--- config.mk ---
export PLATFORM = sky130hd
export DESIGN_NAME = mandelbrot_frame_sched
export DESIGN_NICKNAME = d
export VERILOG_FILES = /design/src/rtl/mandelbrot_frame_sched.sv
export SDC_FILE = /design/constraint.sdc
export NUM_CORES = 1
export LEC_CHECK = 0
export ABC_AREA = 1
export CORE_AREA = 2 2 102 154
export CTS_CLUSTER_SIZE = 28
export DETAILED_ROUTE_END_ITERATION = 16
export DIE_AREA = 0 0 104 156
export PLACE_DENSITY = 0.78
export SLEW_MARGIN = 15
export SYNTH_ARGS = -nofsm -noshare
export SYNTH_HDL_FRONTEND = slang
export SYNTH_SLANG_ARGS = --single-unit
--- constraint.sdc ---
create_clock -name clk -period 1.92 [get_ports clk]
set_input_delay 0.192 -clock clk [delete_from_list [all_inputs] [get_ports clk]]
set_output_delay 0.192 -clock clk [all_outputs]
set_load 0.005 [all_outputs]
--- src/rtl/mandelbrot_frame_sched.sv ---
// Frame sequencer for the Mandelbrot engine. It walks a runtime-sized pixel
// grid and iterates each pixel on an external ALU using a start/done pulse
// handshake. Each result is mapped to a saturated OUT_BITS value and streamed
// out on a valid/ready port. Frame configuration is latched when a run starts.
module mandelbrot_frame_sched #(
  parameter int BITWIDTH = 10,
  parameter int CTRWIDTH = 7,
  parameter int XW       = 9,
  parameter int YW       = 8,
  parameter int OUT_BITS = 4
) (
  input  logic                          clk,
  input  logic                          rst_n,
  input  logic                          run,
  input  logic                          abort,
  output logic                          busy,
  output logic                          finished,
  input  logic [CTRWIDTH-1:0]           max_ctr,
  input  logic [$clog2(CTRWIDTH)-1:0]   ctr_shift,
  input  logic [BITWIDTH-1:0]           cr_offset,
  input  logic [BITWIDTH-1:0]           ci_offset,
  input  logic [BITWIDTH-1:0]           cr_step,
  input  logic [BITWIDTH-1:0]           ci_step,
  input  logic [XW-1:0]                 width_m1,
  input  logic [YW-1:0]                 height_m1,
  output logic                          alu_start,
  input  logic                          alu_done,
  output logic [BITWIDTH-1:0]           alu_cr,
  output logic [BITWIDTH-1:0]           alu_ci,
  output logic [BITWIDTH-1:0]           alu_zr,
  output logic [BITWIDTH-1:0]           alu_zi,
  input  logic [BITWIDTH-1:0]           alu_zr_next,
  input  logic [BITWIDTH-1:0]           alu_zi_next,
  input  logic                          alu_size,
  input  logic                          alu_overflow,
  output logic                          pix_valid,
  input  logic                          pix_ready,
  output logic [OUT_BITS-1:0]           pix_val,
  output logic [XW-1:0]                 pix_x,
  output logic [YW-1:0]                 pix_y,
  output logic                          pix_last
);

  localparam int SW = $clog2(CTRWIDTH);

  typedef enum logic [2:0] {IDLE, ISSUE, WAIT, EMIT, DRAIN} state_t;

  state_t              state;
  logic [XW-1:0]       x;
  logic [YW-1:0]       y;
  logic [CTRWIDTH-1:0] ctr;

  // Configuration captured at run; inputs may change freely mid-frame.
  logic [CTRWIDTH-1:0] max_ctr_q;
  logic [SW-1:0]       ctr_shift_q;
  logic [BITWIDTH-1:0] cr_offset_q;
  logic [BITWIDTH-1:0] cr_step_q;
  logic [BITWIDTH-1:0] ci_step_q;
  logic [XW-1:0]       width_m1_q;
  logic [YW-1:0]       height_m1_q;

  logic                escape;
  logic                row_end;
  logic                frame_end;
  logic [CTRWIDTH-1:0] shifted;
  logic [OUT_BITS-1:0] mapped;

  // Escape decision, grid position and the saturating counter-to-pixel map.
  assign escape    = alu_size | alu_overflow | (ctr == max_ctr_q);
  assign row_end   = (x == width_m1_q);
  assign frame_end = row_end && (y == height_m1_q);
  assign shifted   = ctr >> ctr_shift_q;
  assign mapped    = ((shifted >> OUT_BITS) != '0) ? '1 : shifted[OUT_BITS-1:0];

  // Frame sequencer: state, operands, coordinates and all port outputs.
  always_ff @(posedge clk) begin
    // NOTE: reset is tested inside the clocked block, so it only takes effect
    // on an edge and needs no asynchronous recovery timing.
    if (!rst_n) begin
      state       <= IDLE;
      busy        <= 1'b0;
      finished    <= 1'b1;
      alu_start   <= 1'b0;
      pix_valid   <= 1'b0;
      pix_val     <= '0;
      pix_x       <= '0;
      pix_y       <= '0;
      pix_last    <= 1'b0;
      x           <= '0;
      y           <= '0;
      ctr         <= '0;
      alu_cr      <= '0;
      alu_ci      <= '0;
      alu_zr      <= '0;
      alu_zi      <= '0;
      max_ctr_q   <= '0;
      ctr_shift_q <= '0;
      cr_offset_q <= '0;
      cr_step_q   <= '0;
      ci_step_q   <= '0;
      width_m1_q  <= '0;
      height_m1_q <= '0;
    end else begin
      // NOTE: non-blocking assignments let every branch read the pre-edge
      // values of x, y and ctr, whatever order the statements are written in.
      alu_start <= 1'b0;
      unique case (state)
        IDLE: begin
          // abort has priority, so run and abort together do not start a frame.
          if (run && !abort) begin
            max_ctr_q   <= max_ctr;
            ctr_shift_q <= ctr_shift;
            cr_offset_q <= cr_offset;
            cr_step_q   <= cr_step;
            ci_step_q   <= ci_step;
            width_m1_q  <= width_m1;
            height_m1_q <= height_m1;
            alu_cr      <= cr_offset;
            alu_ci      <= ci_offset;
            alu_zr      <= '0;
            alu_zi      <= '0;
            x           <= '0;
            y           <= '0;
            ctr         <= '0;
            alu_start   <= 1'b1;
            busy        <= 1'b1;
            finished    <= 1'b0;
            state       <= ISSUE;
          end
        end

        ISSUE: begin
          if (abort) begin
            busy     <= 1'b0;
            finished <= 1'b1;
            state    <= IDLE;
          end else begin
            state <= WAIT;
          end
        end

        WAIT: begin
          if (abort) begin
            // A done pulse in the abort cycle means nothing is left in flight.
            if (alu_done) begin
              busy     <= 1'b0;
              finished <= 1'b1;
              state    <= IDLE;
            end else begin
              state <= DRAIN;
            end
          end else if (alu_done) begin
            if (escape) begin
              pix_val   <= mapped;
              pix_x     <= x;
              pix_y     <= y;
              pix_last  <= frame_end;
              pix_valid <= 1'b1;
              state     <= EMIT;
            end else begin
              alu_zr    <= alu_zr_next;
              alu_zi    <= alu_zi_next;
              ctr       <= ctr + 1'b1;
              alu_start <= 1'b1;
              state     <= ISSUE;
            end
          end
        end

        EMIT: begin
          if (abort) begin
            pix_valid <= 1'b0;
            busy      <= 1'b0;
            finished  <= 1'b1;
            state     <= IDLE;
          end else if (pix_ready) begin
            pix_valid <= 1'b0;
            if (pix_last) begin
              busy     <= 1'b0;
              finished <= 1'b1;
              state    <= IDLE;
            end else begin
              alu_zr <= '0;
              alu_zi <= '0;
              ctr    <= '0;
              if (row_end) begin
                x      <= '0;
                y      <= y + 1'b1;
                alu_cr <= cr_offset_q;
                alu_ci <= alu_ci + ci_step_q;
              end else begin
                x      <= x + 1'b1;
                alu_cr <= alu_cr + cr_step_q;
              end
              alu_start <= 1'b1;
              state     <= ISSUE;
            end
          end
        end

        DRAIN: begin
          // Swallow the done of the abandoned iteration before reporting idle.
          if (alu_done) begin
            busy     <= 1'b0;
            finished <= 1'b1;
            state    <= IDLE;
          end
        end

        default: begin
          busy     <= 1'b0;
          finished <= 1'b1;
          state    <= IDLE;
        end
      endcase
    end
  end

endmodule

After elaboration in Yosys (flattened, before gate mapping)
Index checks and enable logic that the tools add are counted.
{"block": "op_classes", "div_mod_pow": 0, "magnitude_cmp": 0, "n_mul": 0, "n_mux": 86, "bitwise_logic": 3, "shifts": 1, "n_addsub": 5, "eq_ne": 22, "reduce_logical": 16}
{"cell": "$mux W10", "count": 20}
{"cell": "$pmux W10 S3", "count": 2}
{"cell": "$mux W7", "count": 7}
{"cell": "$mux W9", "count": 5}
{"cell": "$mux W8", "count": 5}
{"cell": "$pmux W10 S2", "count": 2}
{"cell": "$mux W1", "count": 27}
{"cell": "$ne A2 B2 Y1 const B", "count": 12}
{"cell": "$mux W3", "count": 7}
{"cell": "$pmux W7 S3", "count": 1}
{"cell": "$add A10 B10 Y10", "count": 2}
{"cell": "$pmux W9 S2", "count": 1}
{"cell": "$pmux W8 S2", "count": 1}
{"cell": "$pmux W3 S5", "count": 1}
{"cell": "$reduce_and A5 Y1", "count": 3}
{"cell": "$pmux W1 S5", "count": 2}
{"cell": "$add A9 B1 Y9 const B", "count": 1}
{"cell": "$eq A9 B9 Y1", "count": 1}
{"cell": "$ne A3 B3 Y1 const B", "count": 3}
{"cell": "$add A8 B1 Y8 const B", "count": 1}
{"cell": "$eq A8 B8 Y1", "count": 1}
{"cell": "$reduce_and A4 Y1", "count": 2}
{"cell": "$reduce_and A8 Y1", "count": 1}
{"cell": "$add A7 B1 Y7 const B", "count": 1}
{"cell": "19 further kinds", "count": 24}
{"block": "word_totals", "memories": 0, "latchBits": 0, "mem_bits_rw": 0, "word_cells": 156, "ff_bits": 150, "romBits": 0, "out_inout_bits": 66}

Depth between registers and ports, before layout
Gate-level depths: netlist of the first run.
{"block": "depth", "depth_word": 6, "ltp_mapped": 12, "ltp_nobuf": 12}

Worst setup path before layout of the first run
Ideal clock, no wire load.
{"block": "synth_path", "kind": "reg-to-reg", "startpoint": "reg alu_ci[0]", "endpoint": "reg alu_ci[2]", "setup_slack_ps": 280, "t_arrival_ps": 1524, "path_stages_with_launch": 8, "required_time_ps": 1804, "synth_period_minus_slack_ps": 1640, "path_buffers": 0, "cell_sequence": "dfxtp_1 -> ha_1 -> fa_1 -> or2_2 -> nand3_1 -> nand2_1 -> o21ai_0 -> nor2_1"}
{"block": "synth_between", "elab_chain_cells": 6}
{"item": "start: declaration", "line": "29", "rtl": "output logic [BITWIDTH-1:0] alu_ci,"}
{"item": "start signal: assignment", "line": "119", "rtl": "alu_ci <= ci_offset;"}
{"item": "start signal: assignment", "line": "190", "rtl": "alu_ci <= alu_ci + ci_step_q;"}
{"item": "$add A10 B10 Y10", "line": "190"}
{"item": "$mux W10", "line": "186", "rtl": "if (row_end) begin"}
{"item": "$mux W10", "line": "178", "rtl": "if (pix_last) begin"}
{"item": "$mux W10", "line": "176", "rtl": "end else if (pix_ready) begin"}
{"item": "$mux W10", "line": "171", "rtl": "if (abort) begin"}
{"item": "$pmux W10 S2", "line": "107", "rtl": "unique case (state)"}
No other way between the ends. The select of a mux whose other input is x is not followed.
A chain may end at the register's enable or synchronous reset.

Final worst setup path of the first run
{"block": "layout_path", "startpoint": "reg x[3]", "endpoint": "reg y[2]"}
{"block": "layout_between", "elab_chain_cells": 3}
{"item": "start: declaration", "line": "49", "rtl": "logic [XW-1:0] x;"}
{"item": "start signal: assignment", "line": "192", "rtl": "x <= x + 1'b1;"}
{"item": "$eq A9 B9 Y1", "line": "70", "rtl": "assign row_end = (x == width_m1_q);"}
{"item": "$ne A2 B2 Y1 (no source line)"}
{"item": "$reduce_and A6 Y1 (no source line)"}
{"item": "end signal: assignment", "line": "188", "rtl": "y <= y + 1'b1;"}
{"item": "end: declaration", "line": "50", "rtl": "logic [YW-1:0] y;"}
No other way between the ends.

==> summary.txt, run 1 <==
Finish
  – Fin area: 10100 sq um
  – Commonest non-fill, non-tap cells in the layout: nand2_1 (215), nor2_1 (174), clkdlybuf4s50_1 (159), dfxtp_1 (150), a21oi_1 (100)
  – Antenna diodes: 0
  – P&R area growth vs syn: 34.9%
  – Nets: 1351
  – Fill cell count: 1261
  – Commonest non-fill, non-tap cell in the layout: nand2_1
  – Share of layout cells above drive strength 1: 8.99%

Yosys
  – Cells after synthesis: 1061
  – Post-synth cell types: 38
  – Avg Inst Size Synth: 7.05 sq um
  – Synth area leaders: dfxtp_1 (40%), nand2_1 (11%), nor2_1 (8.8%)
  – Synthesized flop and latch total: 150
  – Synth Net Count: approximately 1.2k
  – Synth warn: 0
  – Synth top area share: 40.1%
  – Post-synthesis sequential area ratio: 40.1%
  – Yosys top cell by area: dfxtp_1
  – Post-synth design cell area: 7480 sq um

Setup path
  – Worst-path fanout max: 7
  – Worst setup path category: reg2reg
  – Critical Path AT: 2.10 ns
  – Setup crit start kind: flip-flop
  – Critical Path RT: 2.27 ns
  – Crit path capture type: flip-flop

CTS
  – Worst-skew pair later-pin latency: 0.42 ns
  – Root Buffer: clkbuf_16
  – Clk buf depth: 2
  – Post-CTS repair timing setup buffer count: 0
  – Resized Gates After CTS: 0
  – Hold Buf Count CTS: 0
  – Clock Pin Slew Worst Setup and Hold Paths: about 0.070 ns
  – CTS tree: yes
  – Number of CTS-inserted buffers: 17
  – Htree depth: 4
  – TritonCTS Sinks: 150

Timing
  – Hold_ws: 0.182 ns
  – Min Tclk post-route: 1.76 ns
  – Setup TNS: 0 ns
  – Clock Skew: 0.0107 ns
  – Max_slew headroom: between 70 and 80%
  – Slew @ Worst Pin: approximately 0.43 ns
  – RSZ-0062 raised after global routing: false
  – Final Hold Fails: 0
  – Max-slew violation count: 0
  – F_max: between 500 and 600 MHz
  – Final setup viols: 0
  – Final WS setup: 0.163 ns
  – Period utilisation layout: between 90% and 100%

Route
  – Vias: roughly 7.7k
  – Drt drc: 0
  – Avg WL per Cell: roughly 14 um
  – Post-route ant nets: 0
  – Detailed Route Iter0 Violations: roughly 320
  – Drt first pass iters: 5
  – Via-to-Cell Ratio: 5.32
  – Overall routed net length: 20.9 mm

Global routing
  – Vias in the first global route: around 7.3k
  – First-pass GRT wire length: about 34 mm
  – Global route overflow: 0
  – Largest net degree at the start of global routing: 38
  – Global Route Usage Sum: 25.6%
  – Initial antenna violation count: 0

Power and ir drop
  – Total power: approximately 7.8 mW
  – Net Sw Power: 2.25 mW
  – Power per cell area: 772 nW/um^2
  – Leakage: 4.15 nW
  – Sequential group share of total power: between 40% and 50%
  – Internal power: around 5.6 mW
  – Sw frac: 28.8%
  – Max IR drop VDD: 0.586 mV
  – Clock power share: 40.6%
  – Comb pwr share: 16.1%

Floorplanning
  – # IOs: 161
  – Core Box Area: around 15000 sq um
  – Overall die width: 104 um
  – Site Rows: 55
  – Die area: around 16000 sq um
  – Die H: about 160 um
  – Initial Utilization: about half

Placement
  – Dpl ws: 0.0120 ns
  – Placed Area: about 9500 sq um
  – Hpwl dp: 14.9 mm
  – Routability cong.: around 0.9
  – Number of port buffers: 160

Status
  – Status: complete, no violations

Flow run
  – Max_cap viols: 0

Worst hold path
  – Worst Hold Class: in2reg
layout make-up:
cell class	count	area (sq um)	area share [%]
tap	199	249	2.47
sequential	150	3000	29.7
inverter	62	233	2.30
timing repair buffer	213	2070	20.5
multi-input combinational	789	3980	39.4
clock buffer	17	425	4.21
clock inverter	15	136	1.35
metal layers:
metal	routed length, um	up-vias	global-route usage [%]
met5	0	-	0
met4	601	0	10.7
met3	1080	47	5.43
met2	10700	244	47.3
met1	8520	3549	28.2
li1	-	3845	-
metrics by stage:
| stage | cells | utilization [%] |
|---|---|---|
| floorplan | 1061 | - |
| global placement | 1413 | 64.1 |
| detailed placement | 1413 | 64.1 |
| CTS | 1445 | 67.9 |
| global route | 1445 | 67.9 |
| finish | 1445 | 67.9 |
path summary, 6_finish.rpt:
check	from	endpoint	slack, ns	cells past startpoint
min reg2reg	pix_valid	pix_valid	0.45	2
min	rst_n	finished	0.18	2
max reg2reg	x[3]	y[2]	0.16	11
max	x[3]	y[2]	0.16	11
sequential cells by signal, summed over array words and instances (netlist names):
name / flops
alu_ci: 10
alu_cr: 10
alu_zi: 10
alu_zr: 10
ci_step_q: 10
cr_offset_q: 10
cr_step_q: 10
pix_x: 9
width_m1_q: 9
x: 9
height_m1_q: 8
pix_y: 8
y: 8
ctr: 7
max_ctr_q: 7
pix_val: 4
ctr_shift_q: 3
state: 3
alu_start: 1
busy: 1
finished: 1
pix_last: 1
pix_valid: 1
critical path, stage by stage (launching register included):
cell and delay, ns:
dfxtp_1 0.38, inv_1 0.13, nand2_1 0.06, nand2_1 0.05, nand3_1 0.06, nor2_1 0.16
nand2_2 0.11, buf_4 0.18, a21oi_4 0.18, buf_4 0.19, nand3_1 0.07, a21oi_1 0.12
synthesized netlist by cell type:
library cell  instances
o21ai_1               3
o21a_1                1
nand3b_1              1
buf_6                 3
nand2_1             215
o21ai_0              88
fa_1                  2
nand2_4               1
buf_1                 3
nor4_1                2
clkbuf_1             38
nor3b_1               1
buf_4                 1
nor3_4                1
o31ai_1               1
buf_2                15
or2_2                 4
or2_0                 4
dfxtp_1             150
a21oi_4               1
nand3_2               3
nand2_2               4
nor2_1              175
a31oi_1               2
ha_1                 21
xnor2_1              21
o211ai_1              3
inv_2                 4
xor2_1               21
nand4_1              54
o21bai_1              2
a21oi_1             100
nor3_1               10
o21ai_2               1
nand3_1              43
inv_1                58
nor2_4                2
nor2_2                2
power groups by stage:
stage | combinational (mW) | clock [mW] | sequential [mW]
final | 1.25 | 3.17 | 3.38
after global routing | 1.38 | 3.36 | 3.40
after CTS | 1.25 | 3.22 | 3.38
after detailed placement | 1.24 | 0 | 3.45
after global placement | 1.22 | 0 | 3.45
after floorplan | 0.711 | 0 | 3.42
cell families (layout without fill, tap and decap cells):
kind of cell    count (synthesis)  in the layout  synth area share, %
xor+xnor                       42             42                 4.91
compound gates                202            202                 14.0
simple gates                  522            522                 30.2
fa+ha+maj                      23             23                 4.05
buf+inv                       122            307                 6.72
flops                         150            150                 40.1
No activity file was read; power rests on OpenSTA's default activity.
==> run 2: changes to the inputs <==
Settings changed: ABC_AREA 1 to unset, CORE_AREA 2 2 102 154 to 2 2 100 151, DIE_AREA 0 0 104 156 to 0 0 102 153, PLACE_DENSITY 0.78 to 0.79.
==> summary.txt, run 2 <==
CTS
  – TritonCTS Sinks: 150 (unchanged)
  – Number of CTS-inserted buffers: 17 (unchanged)
  – Clock Pin Slew Worst Setup and Hold Paths: 0.06 ns (about the same)
  – Clk buf depth: 2 (unchanged)
  – Hold Buf Count CTS: 0 (unchanged)
  – Root Buffer: clkbuf_16
  – Htree depth: 4 (unchanged)
  – CTS tree: yes
  – Worst-skew pair later-pin latency: 0.42 ns (about the same)

Yosys
  – Post-synthesis sequential area ratio: 41.9% (+1.8 points)
  – Post-synth top cells: nand2_1 (163), dfxtp_1 (150), a21oi_1 (91)
  – Synth area leaders: dfxtp_1 (42%), nand2_1 (8.5%), a21oi_1 (6.4%)
  – Main synth FF type: dfxtp_1
  – Synth top area share: 41.9% (+1.8 points)
  – Cells after synthesis: 840 (-21%)
  – Synth warn: 0 (unchanged)
  – Most numerous cell in the Yosys netlist: nand2_1
  – Synth Net Count: 958 (-19%)
  – Number of synthesized flops with an enable pin: 0 (unchanged)
  – Avg Inst Size Synth: 8.53 sq um (+21%)
  – Yosys top cell by area: dfxtp_1
  – Post-synth ARST share: 0% (unchanged)
  – Post-synth design cell area: 7160 sq um (-4.3%)
  – Post-synth cell types: 76 (+100%)
  – Synthesized flop and latch total: 150 (unchanged)

Worst hold path
  – Worst Hold Class: in2reg
  – Worst Min Path Start: max_ctr[1]
  – Worst Hold End: max_ctr_q[1]
  – Cell count of the worst hold path: 3 (+1)

Finish
  – Fill cell count: 962 (-24%)
  – Share of layout cells above drive strength 1: 25.6% (+17 points)
  – Finished Layout Cells: 1305 (-9.7%)
  – Commonest non-fill, non-tap cell in the layout: clkdlybuf4s50_1
  – Nets: 1213 (-10%)
  – Commonest non-fill, non-tap cells in the layout: clkdlybuf4s50_1 (160), nand2_1 (159), dfxtp_1 (121), buf_4 (105), a21oi_1 (82)
  – P&R area growth vs syn: 55.0%

Setup path
  – Crit path capture type: flip-flop
  – Setup crit start kind: flip-flop
  – Worst setup path category: reg2reg
  – Critical Path AT: 2.38 ns (+0.28 ns)
  – Flop-to-flop setup slack: -0.12 ns (-0.29 ns)
  – Worst-path fanout max: 2 (-5)
  – Reg2reg path depth: 8 (-3)
  – Critical Path RT: 2.26 ns (about the same)
  – RR Startpoint: alu_cr[0]
  – Worst flop-to-flop path endpoint: alu_cr[8]

Timing
  – Final Hold Fails: 0 (unchanged)
  – Slew @ Worst Pin: 0.595 ns (+0.168 ns)
  – F_max: 489 MHz (-14%)
  – Hold_ws: 0.313 ns (+0.131 ns)
  – RSZ-0062 raised after global routing: true
  – Max_slew headroom: 60.3% (-11 points)
  – Max-slew violation count: 0 (unchanged)
  – Final setup viols: 37 (+37)
  – Clock Skew: 0.0116 ns (+0.000932 ns)
  – Period utilisation layout: 107% (+15 points)
  – Final WS setup: -0.125 ns (-0.288 ns)
  – Min Tclk post-route: 2.04 ns (+0.288 ns)

Route
  – Detailed Route Iter0 Violations: 392 (+24%)
  – Vias: 7521 (-2.1%)
  – Via-to-Cell Ratio: 5.76 (+8.4%)
  – Drt first pass iters: 5 (unchanged)
  – Post-route ant nets: 0 (unchanged)
  – Drt drc: 0 (unchanged)
  – Avg WL per Cell: 18.5 um (+28%)
  – Overall routed net length: 24.1 mm (+15%)

Global routing
  – Largest net degree at the start of global routing: 54 (+42%)
  – Global Route Usage Sum: 28.9% (+3.4 points)
  – Initial antenna violation count: 1 (+1)
  – Global route overflow: 0 (unchanged)
  – Vias in the first global route: 7215 (-1.8%)
  – First-pass GRT wire length: 35.9 mm (+5.8%)

Flow run
  – Max_cap viols: 0 (unchanged)

Power and ir drop
  – Power per cell area: 800 nW/um^2 (+3.5%)
  – Max IR drop VDD: 0.625 mV (+6.6%)
  – Leakage: 4.33 nW (+4.3%)

Placement
  – Number of port buffers: 160 (unchanged)
  – Hpwl dp: 14.7 mm (-1.6%)
  – Routability cong.: 0.894 (-0.62%)
  – Cells after DPL: 1241 (-12%)

Status
  – Status: finished, violations left
  – Failing checks: negative setup slack

Floorplanning
  – Overall die width: 102 um (-1.9%)
  – Core Box Area: 14300 sq um (-3.6%)
  – Die area: 15600 sq um (-3.8%)
  – # IOs: 161 (unchanged)
  – Initial Utilization: 50.0% (-0.34 points)
  – Die H: 153 um (-1.9%)
  – Site Rows: 54 (-1.8%)
run 2: cell types whose count changed after synthesis, sizes merged, moves of 11 or more:
cell	previous run	this run
mux2i	0	21
xor2	21	32
a22o	0	21
o21ai	92	33
nand3	46	19
nor2	179	56
nand2	220	164
inv	62	13
nand4	54	7
run 2: cells by family after synthesis:
| kind of cell | Yosys count | synth area share, % |
|---|---|---|
| muxes | 27 | 4.30 |
| and+or+nand+nor | 309 | 19.6 |
| xor gates and xnor gates | 45 | 5.50 |
| DFF | 150 | 41.9 |
| AOI/OAI and AO/OA | 219 | 20.1 |
| adders and majority gates | 23 | 4.23 |
| buffers and inverters | 67 | 4.40 |
run 2: cell type report:
type | count | area [sq um] | area share, %
repair buffers | 286 | 2740 | 24.6
inverters | 13 | 48.8 | 0.439
clock buffers | 20 | 437 | 3.93
well taps | 196 | 245 | 2.21
clock inverters | 12 | 170 | 1.53
diodes | 1 | 2.50 | 0.0225
multi-input cells | 627 | 4410 | 39.7
flip-flops and latches | 150 | 3050 | 27.5
run 2: what timing repair did:
action	CTS	global route
endpoints found under the setup margin	80	130
resized for setup	68	76
pin swaps	37	50
buffers inserted	13	15
cloned	4	4
run 2: how the worst max path moves through the flow:
stage | from | cells past startpoint | slack [ns] | endpoint
2_1_floorplan | alu_ci[0] | 8 | -0.01 | alu_ci[8]
3_3_place_gp | pix_ready | 7 | -0.22 | alu_zr[6]
3_5_place_dp | pix_ready | 7 | -0.28 | alu_zr[5]
4_1_cts | alu_cr[0] | 8 | -0.08 | alu_cr[8]
5_1_grt | x[5] | 9 | -0.27 | alu_ci[8]
6_report | alu_cr[0] | 8 | -0.12 | alu_cr[8]
run 2: worst max-delay path: stages, from the launching register on:
cell	delay [ns]
dfxtp_2	0.33
ha_4	0.16
fa_2	0.35
a21oi_2	0.17
o211ai_1	0.15
o41ai_2	0.34
xnor2_1	0.18
nand2_1	0.11
a41oi_2	0.17
run 2: power breakdown:
part           internal, mW  switching (mW)  leakage [nW]
combinational          1.04           0.957          2.80
clock                  2.07            1.40         0.291
sequential             3.27           0.147          1.23
run 2: per-stage QoR:
stage / power (mW) / TNS [ns] / cell area [sq um] / utilization [%] / worst slack [ns]
floorplan: 4.24 / -0.0147 / 7190 / - / -0.0147
global placement: 5.05 / -7.96 / 9640 / 67.3 / -0.218
detailed placement: 5.09 / -13.88 / 9640 / 67.3 / -0.282
CTS: 8.69 / -0.246 / 10700 / 74.6 / -0.0786
global route: 9.19 / -8.67 / 11100 / 77.5 / -0.269
finish: 8.88 / -1.37 / 11100 / 77.5 / -0.125
run 2: routing by layer:
metal  track usage [%]  up-vias  part of all wire, %
li1                  -     3482                    -
met1              33.0     3600                   38
met2              51.7      353                   53
met3              4.57       86                  5.3
met4              13.2        0                  4.0
met5                 0        -                    0
==> run 3: changes to the inputs <==
Settings changed: CORE_AREA 2 2 100 151 to 2 2 98 147, DIE_AREA 0 0 102 153 to 0 0 100 149, DONT_BUFFER_PORTS set to 1, PLACE_DENSITY 0.79 to 0.67.
Clock period 1.92 ns to 2 ns, I/O delays scaled along.
==> summary.txt, run 3 (same netlist as run 2, synthesis figures left out) <==
Status
  – Status: finished, violations left
  – Failing checks: negative setup slack

CTS
  – TritonCTS Sinks: 150 (unchanged)
  – Htree depth: 4 (unchanged)
  – Root Buffer: clkbuf_16
  – Clock Pin Slew Worst Setup and Hold Paths: 0.07 ns (about the same)
  – Worst-skew pair later-pin latency: 0.42 ns (about the same)
  – CTS tree: yes
  – Clk buf depth: 2 (unchanged)
  – Number of CTS-inserted buffers: 17 (unchanged)

Global routing
  – Largest net degree at the start of global routing: 43 (-20%)
  – First-pass GRT wire length: 33.5 mm (-6.6%)
  – Global Route Usage Sum: 28.4% (-0.53 points)
  – Global route overflow: 0 (unchanged)
  – Initial antenna violation count: 2 (+1)
  – Vias in the first global route: 7030 (-2.6%)

Power and ir drop
  – Power per cell area: 811 nW/um^2 (+1.4%)
  – Total power: 8.07 mW (-9.2%)
  – Leakage: 3.91 nW (-9.7%)
  – Max IR drop VDD: 0.581 mV (-7.1%)

Setup path
  – Worst-path fanout max: 3 (+1)
  – Critical Path AT: 2.37 ns (about the same)
  – Setup crit start kind: flip-flop
  – RR Startpoint: alu_ci[0]
  – CP max stage cell: fa_2
  – Crit path capture type: flip-flop
  – Critical Path RT: 2.29 ns (+0.03 ns)
  – CP cell instances: ha_4, fa_2, a211oi_4, o21bai_1, a21oi_2, nor3b_2, or4_1, a41oi_1
  – CP startpoint: alu_ci[0]
  – CP max stage delay: 0.38 ns (+0.03 ns)
  – Worst setup path category: reg2reg

Timing
  – Final setup viols: 10 (-73%)
  – RSZ-0062 raised after global routing: true
  – Slew @ Worst Pin: 0.843 ns (+0.247 ns)
  – Max-slew violation count: 0 (unchanged)
  – Clock Skew: 0.0119 ns (+0.000302 ns)
  – Max_slew headroom: 43.6% (-17 points)
  – Final WS setup: -0.0787 ns (+0.0463 ns)
  – Final Hold Fails: 0 (unchanged)
  – Min Tclk post-route: 2.08 ns (+0.0337 ns)
  – F_max: 481 MHz (-1.6%)
  – Setup TNS: -0.338 ns (+1.04 ns)
  – Period utilisation layout: 104% (-2.6 points)

Route
  – Via-to-Cell Ratio: 5.98 (+3.7%)
  – Avg WL per Cell: 18.8 um (+2.0%)
  – Drt first pass iters: 5 (unchanged)
  – Overall routed net length: 22.1 mm (-8.4%)
  – Vias: 7006 (-6.8%)
  – Drt drc: 0 (unchanged)
  – Post-route ant nets: 0 (unchanged)
  – Detailed Route Iter0 Violations: 385 (-1.8%)

Floorplanning
  – Site Rows: 53 (-1.9%)
  – Die H: 149 um (-2.6%)
  – Core Box Area: 13800 sq um (-3.7%)
  – Die area: 14900 sq um (-4.5%)
  – Overall die width: 100 um (-2.0%)
  – Initial Utilization: 51.9% (+1.9 points)
  – # IOs: 161 (unchanged)

Finish
  – Nets: 1109 (-8.6%)
  – Fill cell count: 976 (+1.5%)
  – Commonest non-fill, non-tap cell in the layout: nand2_1
  – Commonest non-fill, non-tap cells in the layout: nand2_1 (157), dfxtp_1 (135), dlygate4sd3_1 (89), a21oi_1 (83), buf_4 (75)
  – Fin area: 9950 sq um (-10%)
  – P&R area growth vs syn: 38.8%
  – Share of layout cells above drive strength 1: 22.2% (-3.4 points)

Placement
  – Hpwl dp: 13.8 mm (-6.1%)
  – Number of port buffers: 0 (-100%)
  – Placed Area: 7790 sq um (-19%)
  – Routability cong.: 0.846 (-5.4%)

Flow run
  – Max_cap viols: 0 (unchanged)

Worst hold path
  – Worst Hold Class: in2reg
  – Worst Min Path Start: ci_offset[2]
==> run 3: path summary, 6_finish.rpt <==
kind | cells past startpoint | slack, ns | endpoint
worst min register to register | 2 | 0.45 | cr_offset_q[5]
worst max register to register | 8 | -0.08 | alu_ci[8]
worst max-delay path | 8 | -0.08 | alu_ci[8]
worst min-delay path | 2 | 0.007 | alu_ci[2]
==> run 3: final cells by class <==
type	instances	area (sq um)	area share (%)
Antenna cell	3	7.51	0.0755
Clock buffer	17	425	4.28
Clock inverter	15	141	1.42
Inverter	13	48.8	0.491
Multi-Input combinational cell	625	4270	42.9
Sequential cell	150	3030	30.4
Tap cell	165	206	2.08
Timing Repair Buffer	184	1820	18.3
==> run 3: critical path: cells and delay by family (launching register included) <==
family,cells,cell delay (ns)
AO/OA/AOI/OAI,4,0.72
AND/OR/NAND/NOR,2,0.33
adder cells (fa/ha/maj),2,0.56
flip-flops,1,0.34
==> run 3: timing repair <==
action / 4_1_cts / 5_1_grt
hold buffers: 88 / 1
pin swaps: 23 / 40
gates cloned: 3 / 4
endpoints found under the setup margin: 50 / 87
endpoints found under the hold margin: 105 / 1
buffers inserted: 7 / 8
resized for setup: 38 / 61
==> run 3: through the flow <==
step / setup slack, ns / std cells / util [%] / hold slack (ns)
floorplan: 0.00738 / 840 / - / 0.290
global placement: -0.101 / 1027 / 56.5 / 0.271
detailed placement: -0.169 / 1027 / 56.5 / 0.284
CTS: -0.0341 / 1157 / 68.9 / 0.00138
global route: -0.181 / 1171 / 72.1 / 0.0306
finish: -0.0787 / 1172 / 72.1 / 0.00666
==> run 3: power by group <==
group / internal (mW) / total [mW] / leakage, nW / switching (mW)
Sequential: 3.14 / 3.29 / 1.23 / 0.157
Combinational: 0.836 / 1.67 / 2.41 / 0.832
Clock: 1.74 / 3.11 / 0.272 / 1.37
Total: 5.71 / 8.07 / 3.91 / 2.36
==> run 3: metal layers <==
metal	vias up	wire length [um]	GRT usage, %
met1	3352	8060	31.1
met5	-	0	0
li1	3289	-	-
met4	0	816	14.2
met3	62	1500	6.94
met2	303	11700	50.5
==> edit: new RTL, flow settings as in run 2 <==
The parameter `OUT_BITS` goes from 4 to 6.
--- a/src/rtl/mandelbrot_frame_sched.sv
+++ b/src/rtl/mandelbrot_frame_sched.sv
@@ -7,7 +7,7 @@
   parameter int CTRWIDTH = 7,
   parameter int XW       = 9,
   parameter int YW       = 8,
-  parameter int OUT_BITS = 4
+  parameter int OUT_BITS = 6
 ) (
   input  logic                          clk,
   input  logic                          rst_n,
Interface: changed (resized pix_val); port bits go from 161 to 163. No check against the original RTL was run, so the function may have changed too.
==> edit against run 2 <==
  * The run still ends with negative setup slack left
  * Synthesized area increased by 2.4%
  * Combinational power decreased by 27%
  * Wire length shrank 10%
  * Total power shrank 6.8%
  * Cell count fell by 2.7%
  * Sequential cell count up 2
  * Non-clock buffer count is 29 lower
  * Setup slack lost 0.0016 ns
  * Cell area fell by 3.1%
==> edit: results (changes against run 2) <==
| Metric | Value |
|---|---|
| Hold path start | `rst_n` |
| Library cells used by synthesis | `57 (-25%)` |
| Drt wl/cell | `17.05 um (-7.7%)` |
| Failing checks | `negative setup slack` |
| Vias in the first global route | `6918 (-4.1%)` |
| Reg-to-Reg End | `pix_y[7]` |
| Outcome | `finished with violations` |
| Top cells by count, synth | `nand2_1 (155), dfxtp_1 (152), a21boi_0 (58), clkbuf_1 (41), o21ai_0 (35)` |
| Maximum fanout along the worst path | `6 (+4)` |
| Syn Inst Count | `839 (-0.12%)` |
| Share of cells above drive strength 1 | `19.65% (-6.0 points)` |
| Top cells by area, synth | `dfxtp_1 (41%), nand2_1 (7.9%), a21boi_0 (5.9%)` |
| Worst setup margin | `-0.1266 ns (-0.001605 ns)` |
| Finish-stage setup viols | `52 (+41%)` |
| Crit path max-delay family | `simple AND/OR/NAND/NOR gates` |
| Routability cong. | `0.8935 (about the same)` |
| Clock Skew | `0.01075 ns (-0.0008447 ns)` |
| DRT iter0 DRCs | `420 (+7.1%)` |
| Reg-to-Reg Start | `max_ctr_q[1]` |
| Static leakage | `4.219 nW (-2.5%)` |
| Hold endpoint | `max_ctr_q[0]` |
| Dpl cell area | `0.009615 mm^2 (-0.29%)` |
| Overall global routing resource usage | `26.20% (-2.7 points)` |
| I/O Buffers | `162 (+1.3%)` |
| Seq/Total Area, Yosys | `41.48% (-0.44 points)` |
| First-pass GRT wire length | `32810 um (-8.6%)` |
| Sw power | `2.237 mW (-11%)` |
| Crit path DAT | `2.36 ns (-0.02 ns)` |
| Antenna violations before repair | `0 (-1)` |
==> edit: cell count changes after synthesis, sizes merged, moves of 7 or more <==
cell	change
nor2	-30
a21boi	+56
nand2	-9
a21oi	-60
xor2	-13
nor2b	+23
o211ai	+10
clkbuf	+13
buf	-10
xnor2	+12
a211oi	+7
mux2i	+8
==> edit: metal layers <==
layer | share of wire [%] | routed length, um | up-vias | track usage (%)
li1 | - | - | 3411 | -
met1 | 38 | 8327 | 3369 | 29.60
met2 | 54 | 11610 | 251 | 47.06
met3 | 5.0 | 1087 | 45 | 4.801
met4 | 2.9 | 622 | 0 | 11.11
met5 | 0 | 0 | - | 0
==> edit: final cells by class <==
class / instances / area [um^2] / share of cell area, %
multi-input combinational: 623 / 4320 / 40.14
clock buffer: 18 / 439.2 / 4.080
sequential: 152 / 3065 / 28.48
timing repair buffer: 257 / 2496 / 23.19
tap: 196 / 245.2 / 2.278
inverter: 10 / 37.54 / 0.3487
clock inverter: 14 / 160.2 / 1.488
==> edit: stage by stage <==
stage          setup TNS, ns  hold WS (ns)  utilization (%)
6_report              -3.153        0.2571            75.15
5_1_grt               -8.528        0.2643            75.15
2_1_floorplan              0        0.3175                -
4_1_cts              -0.3212        0.2310            72.54
3_3_place_gp          -4.146        0.4504            67.13
3_5_place_dp          -7.216        0.4528            67.13
==> edit: worst max-delay path by stage <==
stage                            start        end  slack [ns]  cells after the start
final                     max_ctr_q[1]   pix_y[7]       -0.13                      8
after global routing              x[7]       y[3]       -0.22                      8
after CTS                         x[7]       y[3]        -0.1                      7
after detailed placement           run     ctr[3]       -0.22                      8
after global placement             run     ctr[5]       -0.17                      8
after floorplan              alu_cr[0]  alu_cr[8]        0.03                      8
==> edit: kinds of logic (layout without fill, tap and decap cells) <==
group	after synthesis	in the layout	synth area share (%)
AO/OA/AOI/OAI	229	229	22.02
XOR/XNOR	44	44	5.253
adder cells (fa/ha/maj)	23	23	4.128
buffers and inverters	67	299	3.804
flip-flops	152	152	41.48
multiplexers	33	33	4.878
AND/OR/NAND/NOR	291	294	18.44
==> edit: timing repair <==
item                       in CTS  in global routing
setup endpoints to repair      70                 85
pin swaps                      21                 43
setup buffers                   4                 11
gates cloned                    2                  6
resized for setup              47                 67
==> edit: power groups by stage <==
| stage | combinational, mW | sequential, mW | clock (mW) |
|---|---|---|---|
| 2_1_floorplan | 0.634 | 3.42 | 0 |
| 3_3_place_gp | 1.19 | 3.44 | 0 |
| 3_5_place_dp | 1.21 | 3.45 | 0 |
| 4_1_cts | 1.27 | 3.38 | 3.45 |
| 5_1_grt | 1.58 | 3.40 | 3.61 |
| 6_report | 1.47 | 3.39 | 3.42 |
